<file path="src/rtl/counter_sequencer_pkg.sv">
// Shared types and constants for the counter sequencer.
// Optional down counting is enabled with the COUNTER_SEQUENCER_DOWN_EN macro.
package counter_sequencer_pkg;

  // Default width of the count register.
  localparam int DEFAULT_WIDTH = 4;

  // Sequencer states.
  typedef enum logic [1:0] {
    IDLE  = 2'd0,
    RUN   = 2'd1,
    PAUSE = 2'd2,
    DONE  = 2'd3
  } state_t;

  // busy is high while a run is in progress, including while paused.
  function automatic logic is_busy(input state_t s);
    return (s == RUN) || (s == PAUSE);
  endfunction

endpackage

</file>
<file path="src/rtl/count_reg.sv">
// Count datapath: synchronous clear, load, and modulo increment/decrement.
// The load input wins over enable. The down input is driven only when
// COUNTER_SEQUENCER_DOWN_EN is defined; otherwise it is tied low.
module count_reg
  import counter_sequencer_pkg::*;
#(
  parameter int WIDTH = DEFAULT_WIDTH
) (
  input  logic             clk,
  input  logic             reset,
  input  logic             clear,
  input  logic             load,
  input  logic [WIDTH-1:0] load_value,
  input  logic             enable,
  input  logic             down,
  output logic [WIDTH-1:0] count
);

  localparam logic [WIDTH-1:0] ONE = WIDTH'(1);

  logic [WIDTH-1:0] count_step;

  // Next count value; wrap-around comes for free from the fixed width.
  always_comb begin
    count_step = count + ONE;
    if (down) begin
      count_step = count - ONE;
    end
  end

  // Count register: clear has priority over load, and load over advance.
  always_ff @(posedge clk or negedge reset) begin
    if (!reset) begin
      count <= '0;
    end else if (clear) begin
      count <= '0;
    end else if (load) begin
      count <= load_value;
    end else if (enable) begin
      count <= count_step;
    end
  end

endmodule

</file>
<file path="src/rtl/counter_sequencer.sv">
// Counter sequencer top: run/pause/done FSM, start-time capture registers,
// and the registered busy and done outputs. The count datapath is count_reg.
// Defining COUNTER_SEQUENCER_DOWN_EN adds the dir port for down counting.
module counter_sequencer
  import counter_sequencer_pkg::*;
#(
  parameter int WIDTH = DEFAULT_WIDTH
) (
  input  logic             clk,
  input  logic             reset,
  input  logic             start,
  input  logic             stop,
  input  logic             pause,
  input  logic             tick,
  input  logic             auto_reload,
  input  logic [WIDTH-1:0] load_val,
  input  logic [WIDTH-1:0] limit,
`ifdef COUNTER_SEQUENCER_DOWN_EN
  input  logic             dir,
`endif
  output logic [WIDTH-1:0] count,
  output logic             busy,
  output logic             done
);

  state_t           state;
  state_t           state_next;
  logic [WIDTH-1:0] limit_q;
  logic [WIDTH-1:0] load_q;
  logic             reload_q;
  logic             capture;
  logic             cnt_clear;
  logic             cnt_load;
  logic [WIDTH-1:0] cnt_load_value;
  logic             cnt_enable;
  logic             cnt_down;
  logic             done_next;
  logic             at_limit;

`ifdef COUNTER_SEQUENCER_DOWN_EN
  logic             dir_q;

  // Direction is captured at start, like the other run parameters.
  always_ff @(posedge clk or negedge reset) begin
    if (!reset) begin
      dir_q <= 1'b0;
    end else if (capture) begin
      dir_q <= dir;
    end
  end

  assign cnt_down = dir_q;
`else
  assign cnt_down = 1'b0;
`endif

  assign at_limit = (count == limit_q);

  // State register.
  always_ff @(posedge clk or negedge reset) begin
    if (!reset) begin
      state <= IDLE;
    end else begin
      state <= state_next;
    end
  end

  // Next state and datapath controls; stop beats pause, pause beats tick,
  // and stop beats start.
  always_comb begin
    state_next     = state;
    capture        = 1'b0;
    cnt_clear      = 1'b0;
    cnt_load       = 1'b0;
    cnt_load_value = load_val;
    cnt_enable     = 1'b0;
    done_next      = 1'b0;
    case (state)
      IDLE: begin
        if (!stop && start) begin
          state_next = RUN;
          capture    = 1'b1;
          cnt_load   = 1'b1;
        end
      end
      RUN: begin
        if (stop) begin
          state_next = IDLE;
          cnt_clear  = 1'b1;
        end else if (pause) begin
          state_next = PAUSE;
        end else if (tick) begin
          if (at_limit) begin
            done_next = 1'b1;
            if (reload_q) begin
              cnt_load       = 1'b1;
              cnt_load_value = load_q;
            end else begin
              state_next = DONE;
            end
          end else begin
            cnt_enable = 1'b1;
          end
        end
      end
      PAUSE: begin
        if (stop) begin
          state_next = IDLE;
          cnt_clear  = 1'b1;
        end else if (!pause) begin
          state_next = RUN;
        end
      end
      DONE: begin
        if (stop) begin
          state_next = IDLE;
          cnt_clear  = 1'b1;
        end else if (start) begin
          state_next = RUN;
          capture    = 1'b1;
          cnt_load   = 1'b1;
        end
      end
      default: begin
        state_next = IDLE;
      end
    endcase
  end

  // Run parameters held for the whole run so the inputs may change freely.
  always_ff @(posedge clk or negedge reset) begin
    if (!reset) begin
      limit_q  <= '0;
      load_q   <= '0;
      reload_q <= 1'b0;
    end else if (capture) begin
      limit_q  <= limit;
      load_q   <= load_val;
      reload_q <= auto_reload;
    end
  end

  // Registered status outputs: done is a one-cycle pulse after terminal count.
  always_ff @(posedge clk or negedge reset) begin
    if (!reset) begin
      busy <= 1'b0;
      done <= 1'b0;
    end else begin
      busy <= is_busy(state_next);
      done <= done_next;
    end
  end

  count_reg #(
    .WIDTH(WIDTH)
  ) u_count_reg (
    .clk       (clk),
    .reset     (reset),
    .clear     (cnt_clear),
    .load      (cnt_load),
    .load_value(cnt_load_value),
    .enable    (cnt_enable),
    .down      (cnt_down),
    .count     (count)
  );

endmodule

</file>
<file path="config.mk">
export PLATFORM = sky130hd
export DESIGN_NAME = counter_sequencer
export DESIGN_NICKNAME = d
export VERILOG_FILES = /design/src/rtl/counter_sequencer_pkg.sv /design/src/rtl/count_reg.sv /design/src/rtl/counter_sequencer.sv
export SDC_FILE = /design/constraint.sdc
export NUM_CORES = 1
export LEC_CHECK = 0
export CORE_MARGIN = 5
export CORE_UTILIZATION = 55
export DETAILED_ROUTE_END_ITERATION = 7
export PLACE_DENSITY_LB_ADDON = 0.25
export SLEW_MARGIN = 20
export SYNTH_ARGS = -nofsm -noshare
export SYNTH_HDL_FRONTEND = slang
export SYNTH_SLANG_ARGS = --single-unit
</file>
<file path="constraint.sdc">
create_clock -name clk -period 4.75 [get_ports clk]
set_clock_uncertainty 0.15 [all_clocks]
set_input_delay 1.1875 -clock clk [delete_from_list [all_inputs] [get_ports clk]]
set_output_delay 1.1875 -clock clk [all_outputs]
set_load 0.01 [all_outputs]
</file>
==> reports/metrics.csv, run 1 <==
stage,metric,value,unit
critical_path,CP Buf/Inv Count,1,
sta,Fmax,331,MHz
cells_and_area,layout cell share with drive strength beyond 1,12.5,%
cells_and_area,"commonest non-fill, non-tap cell in the layout",clkdlybuf4s50_1,
routing,WL/cell,14.5,µm
clock_tree,CTS tree,done,
sta,Final min period,3020,ps
logic_synthesis,Post-Syn Nets,136,
sta,Worst Tran Pin Value,780,ps
critical_path,Reg-to-Reg Start,state[0],
min_path,Min-Delay Startpoint,load_q[2],
cells_and_area,fin nets,158,
logic_synthesis,Synth top area share,37.7,%
logic_synthesis,yosys synthesis warning count,0,
place,dpl ws,1440,ps
min_path,hold depth,1,
sta,Rel. slew slack,47.8,%
sta,setup TNS,0,ps
cells_and_area,"Core Util, Final",70.0,%
die,Rows,16,
critical_path,CP max stage cell,clkdlybuf4s50_1,
clock_tree,CTS Root Cell,clkbuf_4,
critical_path,critical path launch point type,primary input,
sta,Final Setup Violations,0,
cells_and_area,"commonest cells after routing, fill and taps aside","clkdlybuf4s50_1 (20), dfrtp_1 (17), nand2_1 (11)",
die,core box area,1960,µm²
sta,RSZ-0062 raised after global routing,no,
routing,remaining antenna violation count,0,
place,PortBufs,20,
routing,Vias/cell,5.67,
routing,initial drt markers,49,
clock_tree,cts repair resizes,0,
die,die outline height,55.3,µm
logic_synthesis,"Seq/Total Area, Yosys",37.7,%
logic_synthesis,"area leader, netlist",dfrtp_1,
die,effective utilization at floorplan,57.5,%
routing,final WL,2370,µm
global_route,pin count of the biggest net entering global routing,18,
clock_tree,H-tree lvl count,1,
min_path,WHS Endpoint,load_q[2],
place,routability cong.,0.946,
cells_and_area,diode count,0,
sta,"Slew Viols, Final",0,
outcome,status,"finished, final reports clean",
clock_tree,CTS sink count,17,
routing,vias,925,
critical_path,critical path class,primary input to flop,
clock_tree,clock slew at reported path FFs,100,ps
critical_path,CP Max Fanout,9,
clock_tree,CTS max path bufs,2,
die,Ports,21,
global_route,first-pass GRT wire length,4020,µm
die,Die Wd,55.3,µm
min_path,Tightest Hold Check Type,flop to flop,
clock_tree,Setup Buffers After CTS,0,
sta,PnR worst setup slack,1730,ps
run,maxcap violations,0,
critical_path,Critical Path End Type,flop,
routing,drt drc,0,
cells_and_area,fillers,168,
die,die area,3060,µm²
logic_synthesis,mean area per synthesized cell,9.81,µm²
cells_and_area,cell area after layout,1370,µm²
routing,drt pass-1 iters,4,
critical_path,R2R setup slack,2420,ps
global_route,"Remaining Overflow, GRT",0,
place,placed cell area,1350,µm²
logic_synthesis,Synth area leaders,"dfrtp_1 (38%), mux2_2 (7.0%), ha_1 (6.7%)",
critical_path,crit-path cells,clkdlybuf4s50_1 -> and4bb_2 -> nand2_1 -> or2_1 -> or3_1 -> a32o_1,
logic_synthesis,synth unique cells,36,
logic_synthesis,Post-Syn Area,1130,µm²
sta,final hold violations,0,
critical_path,CP top delay family,simple AND/OR/NAND/NOR gates,
sta,Tcrit/Tclk final,63.6,%
place,DP HPWL,1760,µm
clock_tree,later-pin clock latency in the skew report,290,ps
critical_path,Reg-to-Reg End,u_count_reg.count[2],
global_route,antenna violations before repair,0,
global_route,gr usage total,16.2,%
power,Leakage,0.592,nW
cells_and_area,P&R area growth vs syn,21.7,%
global_route,vias in the first global route,882,
logic_synthesis,Seq cells post-synth,17,
critical_path,WP data required,4790,ps
clock_tree,cts hold-fix bufs,0,
power,maximum vdd drop,0.268,mV
clock_tree,CTS Buf Count,3,
power,Pwr Density,486,nW/µm²
critical_path,CP arrival,3060,ps
power,total power,0.000668,W
critical_path,R2R depth,6,
critical_path,slowest cell delay on critical path,530,ps
logic_synthesis,Synth Instances,115,
-- power by group --
| group | total (W) | leakage (nW) | switching [W] | internal (W) |
|---|---|---|---|---|
| logic | 0.000326 | 0.365 | 0.000148 | 0.000178 |
| clock network | 0.0000775 | 0.0150 | 0.0000449 | 0.0000327 |
| registers | 0.000265 | 0.212 | 0.0000588 | 0.000206 |
-- cells in the mapped netlist, drive strengths merged --
library cell and count:
nor2b 2, buf 1, o41ai 1, and3 1
nand3 3, nand4bb 1, ha 6, o21a 1
inv 8, a221oi 1, o21ai 9, mux2i 4
o31ai 1, o311ai 3, xor2 1, o32a 1
o211ai 1, xnor2 4, dfrtp 17, o22ai 1
a21o 2, mux2 7, nor2 6, nand2 11
or3 3, a21oi 3, nand4 1, nand2b 4
nor3 3, or2 1, a32o 2, clkbuf 3
and4bb 1, a31oi 1
-- kinds of logic (layout without fill, tap and decap cells) --
family                     after synthesis  in the layout  synth area share (%)
and+or+nand+nor                         37             37                  18.3
AOI/OAI and AO/OA                       27             27                  16.3
DFF                                     17             17                  37.7
buffers and inverters                   12             33                  4.66
muxes                                   11             11                  10.5
adders and majority gates                6              6                  6.65
xor gates and xnor gates                 5              5                  5.88
-- cell type report --
cell class	count	area (µm²)	area share, %
flip-flops and latches	17	425	31.0
well taps	27	33.8	2.46
inverters	8	30.0	2.19
multi-input cells	86	651	47.4
clock buffers	4	26.3	1.91
repair buffers	21	208	15.1
-- worst max path at each step --
stage / start / end / slack, ps / cells after the start
after floorplan: stop / u_count_reg.count[3] / 2080 / 6
after global placement: stop / u_count_reg.count[3] / 1500 / 6
after detailed placement: stop / u_count_reg.count[3] / 1440 / 6
after CTS: stop / u_count_reg.count[3] / 1750 / 6
after global routing: stop / u_count_reg.count[3] / 1610 / 6
final: stop / u_count_reg.count[3] / 1730 / 6
-- layer usage --
layer  up-vias  track usage [%]  wire length [µm]
li1        455                -                 -
met1       434             22.3              1110
met2        34             25.2              1100
met3         2             3.50               144
met4         0             5.21                10
met5         -                0                 0
-- stage by stage --
step           hold WS [ps]  cells
3_3_place_gp            342    159
5_1_grt                 396    163
4_1_cts                 369    163
2_1_floorplan           324    115
6_report                366    163
3_5_place_dp            347    159
No activity file was read; power rests on OpenSTA's default activity.
==> inputs of run 2 (changes only) <==
--- a/config.mk
+++ b/config.mk
@@ -6,7 +6,7 @@
 export NUM_CORES = 1
 export LEC_CHECK = 0
 export CORE_MARGIN = 5
-export CORE_UTILIZATION = 55
+export CORE_UTILIZATION = 51
 export DETAILED_ROUTE_END_ITERATION = 7
 export PLACE_DENSITY_LB_ADDON = 0.25
 export SLEW_MARGIN = 20
==> constraint.sdc (replaced) <==
create_clock -name clk -period 3 [get_ports clk]
set_clock_uncertainty 0.15 [all_clocks]
set_input_delay 0.75 -clock clk [delete_from_list [all_inputs] [get_ports clk]]
set_output_delay 0.75 -clock clk [all_outputs]
set_load 0.01 [all_outputs]
==> run 2 against run 1 <==
Net effect: count of clock-buffer cells in the layout shrank 1; utilization shrank 5.6 points; global-route usage shrank 1.1 points; sequential power grew 58%; combinational power grew 58%; final cell count grew 2.5%; largest cell class unchanged.
==> reports/metrics.csv, run 2 (synthesis gave the netlist of run 1 again) <==
stage,metric,value,unit
outcome,status,"finished, final reports clean",
place,DP HPWL,1820,µm
routing,drt pass-1 iters,4,
critical_path,CP max stage cell,clkdlybuf4s50_1,
clock_tree,cts hold-fix bufs,0,
sta,Final Setup Violations,0,
die,die outline height,57.0,µm
clock_tree,CTS max path bufs,2,
clock_tree,Setup Buffers After CTS,0,
cells_and_area,"Core Util, Final",64.5,%
place,dpl ws,218,ps
power,Pwr Density,758,nW/µm²
power,Leakage,0.609,nW
clock_tree,clock slew at reported path FFs,100,ps
global_route,vias in the first global route,964,
sta,Worst Tran Pin Value,744,ps
critical_path,Critical Path End Type,flop,
power,switching fraction of total power,37.5,%
cells_and_area,layout cell share with drive strength beyond 1,15.1,%
place,PortBufs,20,
clock_tree,CTS Root Cell,clkbuf_4,
sta,Rel. slew slack,50.2,%
place,routability cong.,0.939,
critical_path,Reg-to-Reg Start,state[1],
routing,drt drc,0,
power,internal cell power,0.000662,W
critical_path,CP arrival,2510,ps
clock_tree,CTS Buf Count,3,
sta,setup TNS,0,ps
global_route,"Remaining Overflow, GRT",0,
critical_path,R2R depth,7,
sta,final hold violations,0,
power,Switching Power,0.000397,W
global_route,gr usage total,15.1,%
cells_and_area,diode count,0,
clock_tree,later-pin clock latency in the skew report,290,ps
power,Logic pwr share,48.6,%
global_route,grt met2 use,26.9,%
critical_path,crit-path cells,clkdlybuf4s50_1 -> and4bb_2 -> nand2_1 -> or2_1 -> or3_1 -> a32o_1,
cells_and_area,"commonest non-fill, non-tap cell in the layout",clkdlybuf4s50_1,
critical_path,critical path launch point type,primary input,
power,power share of the sequential group,39.6,%
critical_path,WP data required,3040,ps
cells_and_area,fillers,189,
routing,WL/cell,13.8,µm
critical_path,R2R setup slack,740,ps
routing,vias,938,
clock_tree,H-tree lvl count,1,
cells_and_area,cell area after layout,1400,µm²
power,maximum vdd drop,0.491,mV
die,Die Wd,57.0,µm
sta,Tcrit/Tclk final,82.1,%
run,maxcap violations,0,
global_route,global route hottest layer,met2,
clock_tree,cts repair resizes,0,
cells_and_area,P&R area growth vs syn,23.9,%
cells_and_area,final cell count without fillers,167,
sta,PnR worst setup slack,536,ps
routing,Vias/cell,5.62,
critical_path,Reg-to-Reg End,u_count_reg.count[3],
min_path,Min-Delay Startpoint,load_q[2],
global_route,antenna violations before repair,0,
die,die area,3250,µm²
min_path,WHS Endpoint,load_q[2],
sta,"Slew Viols, Final",0,
global_route,first-pass GRT wire length,4020,µm
die,Ports,21,
sta,Fmax,406,MHz
die,effective utilization at floorplan,52.0,%
cells_and_area,fin nets,161,
place,placed cell area,1370,µm²
critical_path,slowest cell delay on critical path,480,ps
sta,RSZ-0062 raised after global routing,no,
min_path,hold depth,1,
die,Rows,17,
global_route,met3 GRT Util,2.49,%
clock_tree,CTS sink count,17,
cells_and_area,"commonest cells after routing, fill and taps aside","clkdlybuf4s50_1 (20), dfrtp_1 (17), nand2_1 (11)",
sta,Final min period,2460,ps
min_path,Tightest Hold Check Type,flop to flop,
clock_tree,CTS tree,done,
global_route,met1 Use GR,18.5,%
global_route,pin count of the biggest net entering global routing,18,
place,Inst Count DP,163,
critical_path,critical path class,primary input to flop,
routing,final WL,2300,µm
critical_path,CP Max Fanout,6,
power,part of the power in the clock network,11.7,%
die,core box area,2170,µm²
routing,remaining antenna violation count,0,
routing,initial drt markers,28,
## run 2: cell types whose count changed in the layout (fill, tap and decap cells not counted)
| cell | before | now |
|---|---|---|
| clkinv_2 | 0 | 1 |
| clkbuf_1 | 1 | 0 |
| buf_4 | 1 | 4 |
## run 2: worst max path at each step
stage / from / end / slack [ps] / cells past startpoint
after floorplan: stop / u_count_reg.count[3] / 770 / 6
after global placement: pause / u_count_reg.count[3] / 270 / 6
after detailed placement: pause / u_count_reg.count[3] / 220 / 6
after CTS: pause / u_count_reg.count[3] / 550 / 6
after global routing: pause / u_count_reg.count[3] / 460 / 6
final: pause / u_count_reg.count[3] / 540 / 6
## run 2: layout make-up
| class | instances | area, µm² | area share (%) |
|---|---|---|---|
| multi-input cells | 86 | 651 | 46.5 |
| repair buffers | 24 | 230 | 16.5 |
| well taps | 28 | 35.0 | 2.50 |
| inverters | 8 | 30.0 | 2.15 |
| flip-flops and latches | 17 | 425 | 30.4 |
| clock buffers | 3 | 22.5 | 1.61 |
| clock inverters | 1 | 5.00 | 0.358 |
## run 2: stage by stage
step | hold WS (ps) | power, W
floorplan | 304 | 0.000769
global placement | 343 | 0.000929
detailed placement | 347 | 0.000944
CTS | 373 | 0.00107
global route | 405 | 0.00114
finish | 364 | 0.00106
## run 2: routing by layer
metal / vias to the layer above / wire length, µm
met5: - / 0
met4: 0 / 24
met3: 4 / 82
met2: 24 / 1160
met1: 446 / 1030
li1: 464 / -
## run 2: power by group through the flow
stage / logic (W) / registers [W] / clock network (W)
finish: 0.000515 / 0.000420 / 0.000124
global route: 0.000567 / 0.000437 / 0.000136
CTS: 0.000520 / 0.000421 / 0.000131
detailed placement: 0.000518 / 0.000426 / 0
global placement: 0.000510 / 0.000420 / 0
floorplan: 0.000348 / 0.000421 / 0
## run 2: worst max-delay path, delay by kind of cell
kind / cells / cell delay (ps)
simple gates: 4 / 1030
buf+inv: 1 / 480
compound gates: 1 / 260
==> inputs of run 3 (changes only) <==
--- a/config.mk
+++ b/config.mk
@@ -6,7 +6,7 @@
 export NUM_CORES = 1
 export LEC_CHECK = 0
 export CORE_MARGIN = 5
-export CORE_UTILIZATION = 51
+export CORE_UTILIZATION = 46
 export DETAILED_ROUTE_END_ITERATION = 7
 export PLACE_DENSITY_LB_ADDON = 0.25
 export SLEW_MARGIN = 20
==> constraint.sdc (replaced) <==
create_clock -name clk -period 2.1 [get_ports clk]
set_clock_uncertainty 0.15 [all_clocks]
set_input_delay 0.525 -clock clk [delete_from_list [all_inputs] [get_ports clk]]
set_output_delay 0.525 -clock clk [all_outputs]
set_load 0.01 [all_outputs]
==> run 3 against run 2 <==
Net effect: critical path depth up 1; via count up 14%; clock power increased by 47%; non-clock buffer count grew 22; hold slack better by 6.6 ps; sequential share of layout area is 4.0 points lower; die area rose by 8.9%; setup slack got worse by 520 ps; first-iteration DRC count up 39%; utilization is 2.3 points higher; critical path type is now flop to flop.
==> reports/metrics.csv, run 3 (synthesis gave the netlist of run 1 again) <==
stage,metric,value,unit
outcome,status,"finished, final reports clean",
cells_and_area,final cell count without fillers,191,
cells_and_area,area of the multi-input gates,684,µm²
power,switching fraction of total power,37.6,%
cells_and_area,diode count,0,
cells_and_area,"commonest non-fill, non-tap cell in the layout",buf_4,
place,Inst Count DP,183,
routing,drt drc,0,
global_route,gr usage total,18.4,%
die,Ports,21,
routing,WL/cell,14.8,µm
critical_path,crit-path cells,inv_2 -> ha_4 -> and4bb_2 -> nand2_2 -> or2_1 -> or3_1 -> a32o_1,
cells_and_area,"commonest cells after routing, fill and taps aside","buf_4 (25), dfrtp_1 (17), clkdlybuf4s50_1 (16)",
clock_tree,CTS sink count,17,
critical_path,critical path class,flop to flop,
clock_tree,later-pin clock latency in the skew report,290,ps
critical_path,Critical Path End Type,flop,
sta,Final min period,2090,ps
critical_path,CP arrival,2130,ps
place,placed cell area,1510,µm²
die,die area,3540,µm²
min_path,Tightest Hold Check Type,flop to flop,
global_route,"Remaining Overflow, GRT",0,
power,maximum vdd drop,0.674,mV
clock_tree,cts hold-fix bufs,0,
sta,RSZ-0062 raised after global routing,yes,
place,DP HPWL,2170,µm
clock_tree,CTS Buf Count,3,
cells_and_area,P&R area growth vs syn,42.6,%
sta,Final Setup Violations,0,
cells_and_area,fin nets,183,
power,Logic pwr share,53.4,%
cells_and_area,fillers,199,
clock_tree,clock slew at reported path FFs,100,ps
power,Leakage,0.743,nW
power,internal cell power,0.00105,W
global_route,first-pass GRT wire length,4950,µm
die,effective utilization at floorplan,46.8,%
critical_path,critical path launch point type,flop,
sta,Tcrit/Tclk final,99.4,%
critical_path,CP max stage cell,dfrtp_1,
sta,"Slew Viols, Final",0,
clock_tree,H-tree lvl count,1,
die,Die Wd,59.5,µm
global_route,antenna violations before repair,0,
routing,final WL,2820,µm
routing,Vias/cell,5.60,
routing,vias,1069,
routing,drt pass-1 iters,4,
routing,remaining antenna violation count,0,
die,core box area,2410,µm²
sta,Worst Tran Pin Value,378,ps
cells_and_area,layout cell share with drive strength beyond 1,31.1,%
routing,initial drt markers,39,
sta,Fmax,479,MHz
place,PortBufs,20,
run,maxcap violations,0,
place,routability cong.,0.945,
sta,Rel. slew slack,74.5,%
power,power share of the sequential group,35.7,%
cells_and_area,cell area after layout,1610,µm²
critical_path,WP data required,2140,ps
die,Rows,18,
clock_tree,CTS Root Cell,clkbuf_4,
die,die outline height,59.5,µm
clock_tree,CTS max path bufs,2,
clock_tree,CTS tree,done,
sta,final hold violations,0,
power,Switching Power,0.000631,W
power,Pwr Density,1040,nW/µm²
cells_and_area,Register Area,425,µm²
critical_path,slowest cell delay on critical path,430,ps
power,part of the power in the clock network,10.8,%
global_route,pin count of the biggest net entering global routing,18,
critical_path,CP Max Fanout,4,
global_route,vias in the first global route,1114,
-- run 3: stage by stage --
stage          setup WS (ps)  util, %  hold WS, ps  setup TNS [ps]  power [W]
3_3_place_gp            -310     62.7          344           -2690    0.00141
2_1_floorplan           7.43        -         79.4               0    0.00110
3_5_place_dp            -326     62.7          355           -3030    0.00144
6_report                13.4     66.8          371               0    0.00168
4_1_cts                 21.2     64.4          377               0    0.00164
5_1_grt                -97.4     66.8          402           -99.4    0.00180
-- run 3: worst paths after layout --
check / startpoint / to / slack (ps) / cells after the start
worst max-delay path: state[1] / u_count_reg.count[3] / 10 / 7
worst min-delay path: load_q[2] / load_q[2] / 370 / 1
worst max register to register: state[1] / u_count_reg.count[3] / 10 / 7
worst min register to register: load_q[2] / load_q[2] / 370 / 1
max in group asynchronous: reset / reload_q / 1210 / 2
min in group asynchronous: reset / done / 400 / 2
-- run 3: power groups by stage --
stage	logic, W	registers, W	clock network [W]
finish	0.000895	0.000599	0.000182
global route	0.000980	0.000623	0.000201
CTS	0.000861	0.000597	0.000185
detailed placement	0.000828	0.000609	0
global placement	0.000804	0.000603	0
floorplan	0.000499	0.000602	0
-- run 3: final cells by class --
class,instances,area share (%)
tap,30,2.33
inverter,8,1.87
multi-input combinational,86,42.5
clock buffer,4,1.63
timing repair buffer,46,25.2
sequential,17,26.4
-- run 3: repair_timing --
| action | in CTS | in global routing |
|---|---|---|
| setup buffers | 2 | 2 |
| endpoints found under the setup margin | 2 | 5 |
| resized for setup | 1 | 13 |
| pin swaps | 1 | 4 |
-- run 3: routing by layer --
layer	wire length, µm	global-route usage (%)	share of wire, %
met4	61	8.23	2.2
met1	1220	23.3	43
met3	153	3.49	5.4
met2	1380	30.3	49
met5	0	0	0
-- run 3: critical path: cells and delay by family, from the launching register on --
family                   cells  cell delay (ps)
AO/OA/AOI/OAI                1              240
adder cells (fa/ha/maj)      1              130
AND/OR/NAND/NOR              4              900
buffers and inverters        1              120
flip-flops                   1              430
